===== src/rtl/mms_tx_preempt_sched.sv =====
// Transmit MAC merge scheduler: shares one byte-wide PHY path between the express
// and preemptable MACs, generating preamble/SMD, mCRC on preemption, and IPG.
module mms_tx_preempt_sched #(
    parameter int MIN_FRAG     = 60,
    parameter int IPG_BYTES    = 12,
    parameter int PREAMBLE_LEN = 7
) (
    input  logic        clk,
    input  logic        reset_begin,
    input  logic        e_valid,
    input  logic [7:0]  e_data,
    input  logic        e_last,
    output logic        e_ready,
    input  logic        p_valid,
    input  logic [7:0]  p_data,
    input  logic        p_last,
    output logic        p_ready,
    input  logic [31:0] p_mcrc,
    input  logic        preempt_en,
    output logic [7:0]  txd,
    output logic        tx_en,
    output logic        preempted
);

    typedef enum logic [2:0] {IDLE, E_PRE, E_DATA, P_PRE, P_DATA, P_MCRC, IPG} state_t;

    localparam logic [7:0] PRE_FULL   = 8'(PREAMBLE_LEN);
    localparam logic [7:0] PRE_CONT   = 8'(PREAMBLE_LEN - 1);
    // The IDLE decision cycle supplies the last idle byte time of the gap.
    localparam logic [7:0] IPG_LOAD   = 8'(IPG_BYTES - 2);
    localparam logic [8:0] MIN_FRAG_W = 9'(MIN_FRAG);

    function automatic logic [7:0] smd_s_lut(input logic [1:0] idx);
        case (idx)
            2'd0:    return 8'hE6;
            2'd1:    return 8'h4C;
            2'd2:    return 8'h7F;
            default: return 8'hB3;
        endcase
    endfunction

    function automatic logic [7:0] smd_c_lut(input logic [1:0] idx);
        case (idx)
            2'd0:    return 8'h61;
            2'd1:    return 8'h52;
            2'd2:    return 8'h9E;
            default: return 8'h2A;
        endcase
    endfunction

    state_t      state_q, state_d;
    logic [7:0]  cnt_q, cnt_d;
    logic [7:0]  ipg_cnt_q, ipg_cnt_d;
    logic [7:0]  frag_bytes_q, frag_bytes_d;
    logic [1:0]  frame_cnt_q, frame_cnt_d;
    logic [1:0]  frag_cnt_q, frag_cnt_d;
    logic        in_pframe_q, in_pframe_d;
    logic [31:0] mcrc_q, mcrc_d;
    logic [7:0]  txd_q, txd_d;
    logic        tx_en_q, tx_en_d;
    logic        preempted_q, preempted_d;
    logic        e_ready_q, p_ready_q;

    logic [7:0]  pre_len;
    logic        e_acc, p_acc, preempt_ok;

    assign pre_len    = in_pframe_q ? PRE_CONT : PRE_FULL;
    assign e_acc      = e_valid & e_ready_q;
    assign p_acc      = p_valid & p_ready_q;
    assign preempt_ok = e_valid & preempt_en & ~p_last
                      & (({1'b0, frag_bytes_q} + 9'd1) >= MIN_FRAG_W);

    always_comb begin
        // NOTE: every next-state signal is defaulted first so no path can infer a latch.
        state_d      = state_q;
        cnt_d        = cnt_q;
        ipg_cnt_d    = ipg_cnt_q;
        frag_bytes_d = frag_bytes_q;
        frame_cnt_d  = frame_cnt_q;
        frag_cnt_d   = frag_cnt_q;
        in_pframe_d  = in_pframe_q;
        mcrc_d       = mcrc_q;
        txd_d        = 8'h00;
        tx_en_d      = 1'b0;
        preempted_d  = 1'b0;

        case (state_q)
            IDLE: begin
                if (ipg_cnt_q == 8'd0) begin
                    if (e_valid) begin
                        state_d = E_PRE;
                        cnt_d   = 8'd0;
                    end else if (p_valid) begin
                        state_d = P_PRE;
                        cnt_d   = 8'd0;
                    end
                end
            end
            E_PRE: begin
                tx_en_d = 1'b1;
                if (cnt_q < PRE_FULL) begin
                    txd_d = 8'h55;
                    cnt_d = cnt_q + 8'd1;
                end else begin
                    txd_d   = 8'hD5;
                    state_d = E_DATA;
                end
            end
            E_DATA: begin
                tx_en_d = 1'b1;
                if (e_acc) begin
                    txd_d = e_data;
                    if (e_last) begin
                        state_d   = IPG;
                        ipg_cnt_d = IPG_LOAD;
                    end
                end
            end
            P_PRE: begin
                tx_en_d = 1'b1;
                if (cnt_q < pre_len) begin
                    txd_d = 8'h55;
                    cnt_d = cnt_q + 8'd1;
                end else if (!in_pframe_q) begin
                    txd_d        = preempt_en ? smd_s_lut(frame_cnt_q) : 8'hD5;
                    state_d      = P_DATA;
                    frag_bytes_d = 8'd0;
                end else if (cnt_q == pre_len) begin
                    txd_d = smd_c_lut(frame_cnt_q);
                    cnt_d = cnt_q + 8'd1;
                end else begin
                    // frag_cnt already counts this fragment, so the first continuation carries FC0.
                    txd_d        = smd_s_lut(frag_cnt_q - 2'd1);
                    state_d      = P_DATA;
                    frag_bytes_d = 8'd0;
                end
            end
            P_DATA: begin
                tx_en_d = 1'b1;
                if (p_acc) begin
                    txd_d = p_data;
                    if (frag_bytes_q != 8'hFF) begin
                        frag_bytes_d = frag_bytes_q + 8'd1;
                    end
                    if (p_last) begin
                        state_d     = IPG;
                        ipg_cnt_d   = IPG_LOAD;
                        frame_cnt_d = frame_cnt_q + 2'd1;
                        frag_cnt_d  = 2'd0;
                        in_pframe_d = 1'b0;
                    end else if (preempt_ok) begin
                        state_d = P_MCRC;
                        mcrc_d  = p_mcrc;
                        cnt_d   = 8'd0;
                    end
                end
            end
            P_MCRC: begin
                tx_en_d     = 1'b1;
                preempted_d = (cnt_q == 8'd0);
                case (cnt_q[1:0])
                    2'd0:    txd_d = mcrc_q[31:24];
                    2'd1:    txd_d = mcrc_q[23:16];
                    2'd2:    txd_d = mcrc_q[15:8];
                    default: txd_d = mcrc_q[7:0];
                endcase
                if (cnt_q[1:0] == 2'd3) begin
                    state_d     = IPG;
                    ipg_cnt_d   = IPG_LOAD;
                    frag_cnt_d  = frag_cnt_q + 2'd1;
                    in_pframe_d = 1'b1;
                end else begin
                    cnt_d = cnt_q + 8'd1;
                end
            end
            IPG: begin
                if (ipg_cnt_q == 8'd0) begin
                    state_d = IDLE;
                end else begin
                    ipg_cnt_d = ipg_cnt_q - 8'd1;
                end
            end
            default: state_d = IDLE;
        endcase
    end

    always_ff @(posedge clk or posedge reset_begin) begin
        if (reset_begin) begin
            state_q      <= IDLE;
            cnt_q        <= 8'd0;
            ipg_cnt_q    <= 8'd0;
            frag_bytes_q <= 8'd0;
            frame_cnt_q  <= 2'd0;
            frag_cnt_q   <= 2'd0;
            in_pframe_q  <= 1'b0;
            mcrc_q       <= 32'd0;
            txd_q        <= 8'h00;
            tx_en_q      <= 1'b0;
            preempted_q  <= 1'b0;
            e_ready_q    <= 1'b0;
            p_ready_q    <= 1'b0;
        end else begin
            // NOTE: non-blocking assignments make every register sample pre-edge values.
            state_q      <= state_d;
            cnt_q        <= cnt_d;
            ipg_cnt_q    <= ipg_cnt_d;
            frag_bytes_q <= frag_bytes_d;
            frame_cnt_q  <= frame_cnt_d;
            frag_cnt_q   <= frag_cnt_d;
            in_pframe_q  <= in_pframe_d;
            mcrc_q       <= mcrc_d;
            txd_q        <= txd_d;
            tx_en_q      <= tx_en_d;
            preempted_q  <= preempted_d;
            e_ready_q    <= (state_d == E_DATA);
            p_ready_q    <= (state_d == P_DATA);
        end
    end

    assign txd       = txd_q;
    assign tx_en     = tx_en_q;
    assign preempted = preempted_q;
    assign e_ready   = e_ready_q;
    assign p_ready   = p_ready_q;

endmodule

===== config.mk =====
export PLATFORM = sky130hd
export DESIGN_NAME = mms_tx_preempt_sched
export DESIGN_NICKNAME = d
export VERILOG_FILES = /design/src/rtl/mms_tx_preempt_sched.sv
export SDC_FILE = /design/constraint.sdc
export NUM_CORES = 1
export LEC_CHECK = 0
export CORE_MARGIN = 8
export CORE_UTILIZATION = 58
export DETAILED_ROUTE_END_ITERATION = 6
export PLACE_DENSITY = 0.85
export SYNTH_ARGS = -nofsm -noshare
export SYNTH_HDL_FRONTEND = slang
export SYNTH_SLANG_ARGS = --single-unit

===== constraint.sdc =====
create_clock -name clk -period 5.13 [get_ports clk]
set_input_delay 1.026 -clock clk [delete_from_list [all_inputs] [get_ports clk]]
set_output_delay 1.026 -clock clk [all_outputs]
set_load 0.03 [all_outputs]

==> results of run 1 <==
[kinds of logic after synthesis]
| family | count (synthesis) | share of synthesized area, % |
|---|---|---|
| AO/OA/AOI/OAI | 107 | 18.4 |
| flip-flops | 76 | 44.8 |
| AND/OR/NAND/NOR | 115 | 14.5 |
| multiplexers | 42 | 10.8 |
| XOR/XNOR | 11 | 2.27 |
| buffers and inverters | 46 | 4.77 |
| adder cells (fa/ha/maj) | 15 | 4.42 |
[synth_stat cells, drive strengths merged, types with 4 or more instances]
cell type   n
and3        5
mux2       32
mux2i      10
clkbuf     12
and2        7
a222oi     11
xnor2       4
a21oi      17
nand3b      5
ha         15
dfrtp      76
inv        23
o22a        4
nand3       9
buf        10
nor3        8
o21ai      26
nor2       19
a31oi       4
nand4       4
xor2        7
nor2b       5
nor4        4
a221o       5
a21boi      4
o211ai      7
nand2      33
o2111ai     5
[sequential cells by signal (all words and copies together) (netlist names), 2 cells and up]
signal / count
frag_bytes_q: 8
txd: 8
frame_cnt_q: 2
state_q: 3
cnt_q: 8
mcrc_q: 32
ipg_cnt_q: 8
frag_cnt_q: 2
[worst max-delay path: stages]
cell	delay [ps]
sky130_fd_sc_hd__clkdlybuf4s50_1	580
sky130_fd_sc_hd__and3_1	590
sky130_fd_sc_hd__nand3b_1	130
sky130_fd_sc_hd__buf_4	280
sky130_fd_sc_hd__mux2_1	360
[final cells by class]
type / instances / share of cell area, %
clock inverter: 6 / 1.81
tap: 99 / 2.39
multi-input combinational: 290 / 41.5
timing repair buffer: 68 / 13.1
clock buffer: 10 / 2.66
inverter: 24 / 1.84
sequential: 76 / 36.8
[through the flow]
stage / util (%) / area (um2)
after global routing: 72.1 / 5170
after CTS: 72.1 / 5170
final: 72.1 / 5170
after global placement: 68.9 / 4940
after floorplan: - / 4250
after detailed placement: 68.9 / 4940
[where the power goes]
part	total [mW]	leakage (nW)	switching (mW)	internal, mW
combinational	0.711	1.14	0.432	0.279
clock	0.527	0.113	0.235	0.292
sequential	0.806	1.03	0.121	0.685
total	2.04	2.28	0.788	1.25
[layer usage]
metal,wire length [um],global-route usage [%],vias to the layer above
li1,-,-,1637
met1,4300,27.6,1759
met2,5280,35.3,148
met3,606,2.75,27
met4,265,9.39,0
met5,0,0,-
[path summary, 6_finish.rpt]
check                                  end  cells past startpoint
worst max-delay path            mcrc_q[26]                      5
worst min-delay path            mcrc_q[27]                      1
worst max register to register   mcrc_q[3]                      7
worst min register to register  mcrc_q[27]                      1
max in group asynchronous           txd[0]                      3
min in group asynchronous         cnt_q[7]                      2
==> flow_summary.yaml, run 1 <==
status:
  status: "completed"
setup_path:
  worstPathArrival_ps: 2980
  setup.worst_path.start: "p_valid"
  timing.critical_path.fanout_max: 32
  cp-start-kind: "input pin"
  worst-r2r-setup-slack_ps: 2410
  rr_startpoint: "frag_bytes_q[0]"
  timing_worst_setup_path_type: "input pin to flop"
  worst-endpoint-required_ps: 5370
  cp-end-kind: "flop"
cells_and_area:
  antenna_cells_inserted: 0
  multi_input_comb_area_um2: 2140
  mostFrequentLayoutCells: "sky130_fd_sc_hd__dfrtp_1 (76), sky130_fd_sc_hd__clkdlybuf4s50_1 (66), sky130_fd_sc_hd__nand2_1 (33), sky130_fd_sc_hd__mux2_2 (26), sky130_fd_sc_hd__o21ai_0 (25)"
  area.growth.synth_to_final_pct: 21.7
  post_layout_nonfiller_instances: 573
  ratio_of_cells_with_drive_above_1_in_the_final_layout_pct: 11.8
  layout.nets: 539
  nFillCells: 527
  most_frequent_standard_cell_in_the_layout_excluding_fill_and_tap_cells: "sky130_fd_sc_hd__dfrtp_1"
  seqCellArea_um2: 1900
global_route:
  grt_usage_pct: 21.4
  grt_pass1_vias: 3593
  grt_first_pass_wirelength_um: 17500
  globalRouteOverflowTotal: 0
  grt_antenna_before_repair: 0
  grt_start_max_net_pins: 44
detailed_routing:
  vias_per_cell: 6.23
  first_pass_iters: 5
  post-route-drc-count: 0
  detail_route.iter0.violations: 313
  drt-total-wl_um: 10500
  vias: 3571
  drt-wirelength-per-cell_um: 18.2
  postRouteAntennaNets: 0
worst_hold_path:
  worst_hold_startpoint: "mcrc_q[27]"
  min_delay_path_class: "flop to flop"
placement:
  place.port_buffers: 66
  routabilityCongestion: 0.926
  dp_slack_ps: 2050
  dpl.hpwl_um: 7800
  place.detailed.instances: 557
yosys:
  async_reset_ff_share_pct: 100
  synth.largest_area_cell: "sky130_fd_sc_hd__dfrtp_1"
  mean_syn_cell_area_um2: 10.3
  post-synth-top-area-fraction_pct: 44.8
  yosys_register_bits: 76
  synth_edf_count: 0
  synth.top_cells.by_area: "sky130_fd_sc_hd__dfrtp_1 (45%), sky130_fd_sc_hd__mux2_2 (6.9%), sky130_fd_sc_hd__ha_1 (4.4%), sky130_fd_sc_hd__o21ai_0 (2.9%), sky130_fd_sc_hd__nand2_1 (2.9%)"
  synth.distinct_cells: 65
  synth-seq-area-share_pct: 44.8
  synth.net_count: 482
  synth_warn: 0
  postSynthCellCount: 412
  post_synth_instance_area_um2: 4250
  most_used_flip_flop_cell_after_synthesis: "sky130_fd_sc_hd__dfrtp_1"
timing:
  timing.slew.headroom_pct: 50.9
  post-route-period-util_pct: 53.5
  timing_hold_violations_final: 0
  tightest_slew_ps: 737
  clock_skew_ps: 8.88
  fin_crit_ps: 2750
  fmax_ghz: 0.364
  rsz0062_at_grt: "false"
  finalHoldWorstSlack_ps: 503
  worst_slack_ps: 2380
  finalMaxSlewViolations: 0
  setup_viol_count_final: 0
  aggregate_negative_setup_slack_ps: 0
clock_tree:
  cts_max_path_buffers: 2
  ctsHoldBuffers: 0
  cts_post_setup_buffers_inserted: 0
  clk_pin_slew_worst_setup_hold_paths_ps: 90
  cts_tree: "yes"
  post_cts_resized: 0
  tritoncts.num_buffers: 9
  htree_levels: 3
  clock_insertion_delay_worst_skew_ps: 350
  clock-sinks: 76
  clk_root_buffer_cell: "sky130_fd_sc_hd__clkbuf_8"
die:
  dieHeight_um: 102
  floorplan.rows: 31
  fp.dieW_um: 102
  io_pins: 67
  die_area_um2: 10300
  floorplan.initialDensity_pct: 59.2
  core-area_um2: 7180
power:
  power.total_mw: 2.04
  cellPowerDensity_nw_per_um2: 395
  power.static_leakage_nw: 2.28
  worst_vdd_ir_mv: 0.245
job:
  max-cap-violations: 0
Note: power is estimated with default switching activity, not from simulation.
==> run 2, diff against run 1 <==
CORE_UTILIZATION = 49   (was 58)
PLACE_DENSITY = 0.77   (was 0.85)
clock period = 2.25 ns   (was 5.13 ns; I/O delays follow)
==> flow_summary.yaml, run 2 (synthesis results as in run 1) <==
status:
  status: "completed"
global_route:
  globalRouteOverflowTotal: 0
  grt_first_pass_wirelength_um: 17200
  gr-usage-met1_pct: 21.6
  grt_pass1_vias: 3703
  grt_busiest_layer: "met2"
  met3_usage_pct: 3.31
  grt_antenna_before_repair: 0
  grt_start_max_net_pins: 77
  grt_usage_pct: 18.6
  gr_met2_demand_resource_pct: 31.7
die:
  io_pins: 67
  floorplan.rows: 34
  core-area_um2: 8550
  fp.dieW_um: 109
  dieHeight_um: 109
  floorplan.initialDensity_pct: 49.7
  die_area_um2: 11900
power:
  power.total_mw: 4.85
  part_of_the_power_in_registers_pct: 36.6
  cellPowerDensity_nw_per_um2: 881
  combinational_power_share_pct: 41.5
  switching_power_mw: 1.90
  power.static_leakage_nw: 2.45
  p_int_mw: 2.95
  worst_vdd_ir_mv: 0.406
  swShare_pct: 39.2
  clkPwrFrac_pct: 21.9
detailed_routing:
  drt-wirelength-per-cell_um: 17.7
  drt-total-wl_um: 10900
  post-route-drc-count: 0
  first_pass_iters: 5
  vias: 3644
  detail_route.iter0.violations: 273
  postRouteAntennaNets: 0
  vias_per_cell: 5.92
cells_and_area:
  antenna_cells_inserted: 0
  finished_cell_area_um2: 5510
  most_frequent_standard_cell_in_the_layout_excluding_fill_and_tap_cells: "sky130_fd_sc_hd__dfrtp_1"
  area.growth.synth_to_final_pct: 29.7
  largest-register: "mcrc_q"
  largest_reg_flops: 32
  ratio_of_cells_with_drive_above_1_in_the_final_layout_pct: 20.3
  mostFrequentLayoutCells: "sky130_fd_sc_hd__dfrtp_1 (74), sky130_fd_sc_hd__clkdlybuf4s50_1 (66), sky130_fd_sc_hd__nand2_1 (33), sky130_fd_sc_hd__buf_4 (33), sky130_fd_sc_hd__mux2_2 (26)"
  post_layout_nonfiller_instances: 616
  layout.nets: 573
worst_hold_path:
  worst_hold_path.num_cells: 1
  hold-path-endpoint: "mcrc_q[27]"
  min_delay_path_class: "flop to flop"
  worst_hold_startpoint: "mcrc_q[27]"
clock_tree:
  clock-sinks: 76
  clk_pin_slew_worst_setup_hold_paths_ps: 80
  cts_tree: "yes"
  clk_root_buffer_cell: "sky130_fd_sc_hd__clkbuf_8"
  cts_max_path_buffers: 2
  tritoncts.num_buffers: 9
  clock_insertion_delay_worst_skew_ps: 360
  htree_levels: 3
timing:
  timing.slew.headroom_pct: 53.7
  timing_hold_violations_final: 0
  setup_viol_count_final: 0
  rsz0062_at_grt: "false"
  tightest_slew_ps: 693
  fin_crit_ps: 2200
  aggregate_negative_setup_slack_ps: 0
  clock_skew_ps: 11.5
  post-route-period-util_pct: 97.6
  fmax_ghz: 0.455
  finalMaxSlewViolations: 0
setup_path:
  cp_buf_inv_count: 2
  cp_top_family: "simple AND/OR/NAND/NOR gates"
  crit_chain: "buf_6 -> and4_4 -> or4_4 -> o2111a_1 -> or3_4 -> clkinv_4 -> mux2i_1"
  cp_slowest_stage_delay_ps: 540
  cp-start-kind: "flop"
  crit_slowest_cell: "sky130_fd_sc_hd__or4_4"
  worst-r2r-setup-slack_ps: 50
  timing.critical_path.fanout_max: 6
  worst-endpoint-required_ps: 2530
  timing_worst_setup_path_type: "flop to flop"
  worstPathArrival_ps: 2470
  cp-end-kind: "flop"
  reg2reg_to: "cnt_q[1]"
  rr_startpoint: "frag_bytes_q[1]"
  reg2regPathDepth: 7
  path_depth: 7
placement:
  routabilityCongestion: 0.893
  dpl.hpwl_um: 8200
  place.port_buffers: 66
  place.detailed.instances: 600
  postPlaceCellArea_um2: 5240
job:
  max-cap-violations: 0
==> run 2: worst max-delay path by stage <==
stage,from,to,slack (ps)
after floorplan,frag_bytes_q[0],cnt_q[1],10
after global placement,frag_bytes_q[0],cnt_q[1],-20
after CTS,ipg_cnt_q[1],cnt_q[1],20
final,frag_bytes_q[1],cnt_q[1],50
after detailed placement,ipg_cnt_q[1],cnt_q[1],-60
after global routing,frag_bytes_q[1],mcrc_q[30],2
==> run 2: area by class of cell <==
cell class | instances | area [um2]
clock buffers | 9 | 124
clock inverters | 7 | 73.8
fillers | 690 | 3040
inverters | 24 | 98.8
multi-input cells | 290 | 2220
flip-flops and latches | 76 | 1900
well taps | 108 | 135
repair buffers | 102 | 960
==> run 2: metrics by stage <==
stage | util (%) | worst slack, ps | hold slack, ps
floorplan | - | 14.6 | 464
global placement | 61.3 | -17.0 | 475
detailed placement | 61.3 | -60.3 | 482
CTS | 63.7 | 15.0 | 504
global route | 64.5 | 2.39 | 524
finish | 64.5 | 53.6 | 502
==> run 2: timing repair <==
| item | CTS | global route |
|---|---|---|
| buffers inserted | 0 | 0 |
| hold buffers | 0 | 0 |
| pin swaps | 3 | 6 |
| resized for setup | 2 | 17 |
| endpoints found under the hold margin | 0 | 0 |
| setup endpoints to repair | 10 | 20 |
==> run 2: power by group through the flow <==
stage	logic [mW]	clock network [mW]	registers, mW
5_1_grt	2.19	1.14	1.81
4_1_cts	1.94	1.08	1.77
2_1_floorplan	1.11	0	1.84
3_3_place_gp	1.87	0	1.78
3_5_place_dp	1.92	0	1.79
6_report	2.01	1.06	1.78
==> run 2: layer usage <==
metal  wire length, um  share of wire [%]
met4               262                2.4
met2              5660                 52
met5                 0                  0
met1              4550                 42
met3               437                4.0
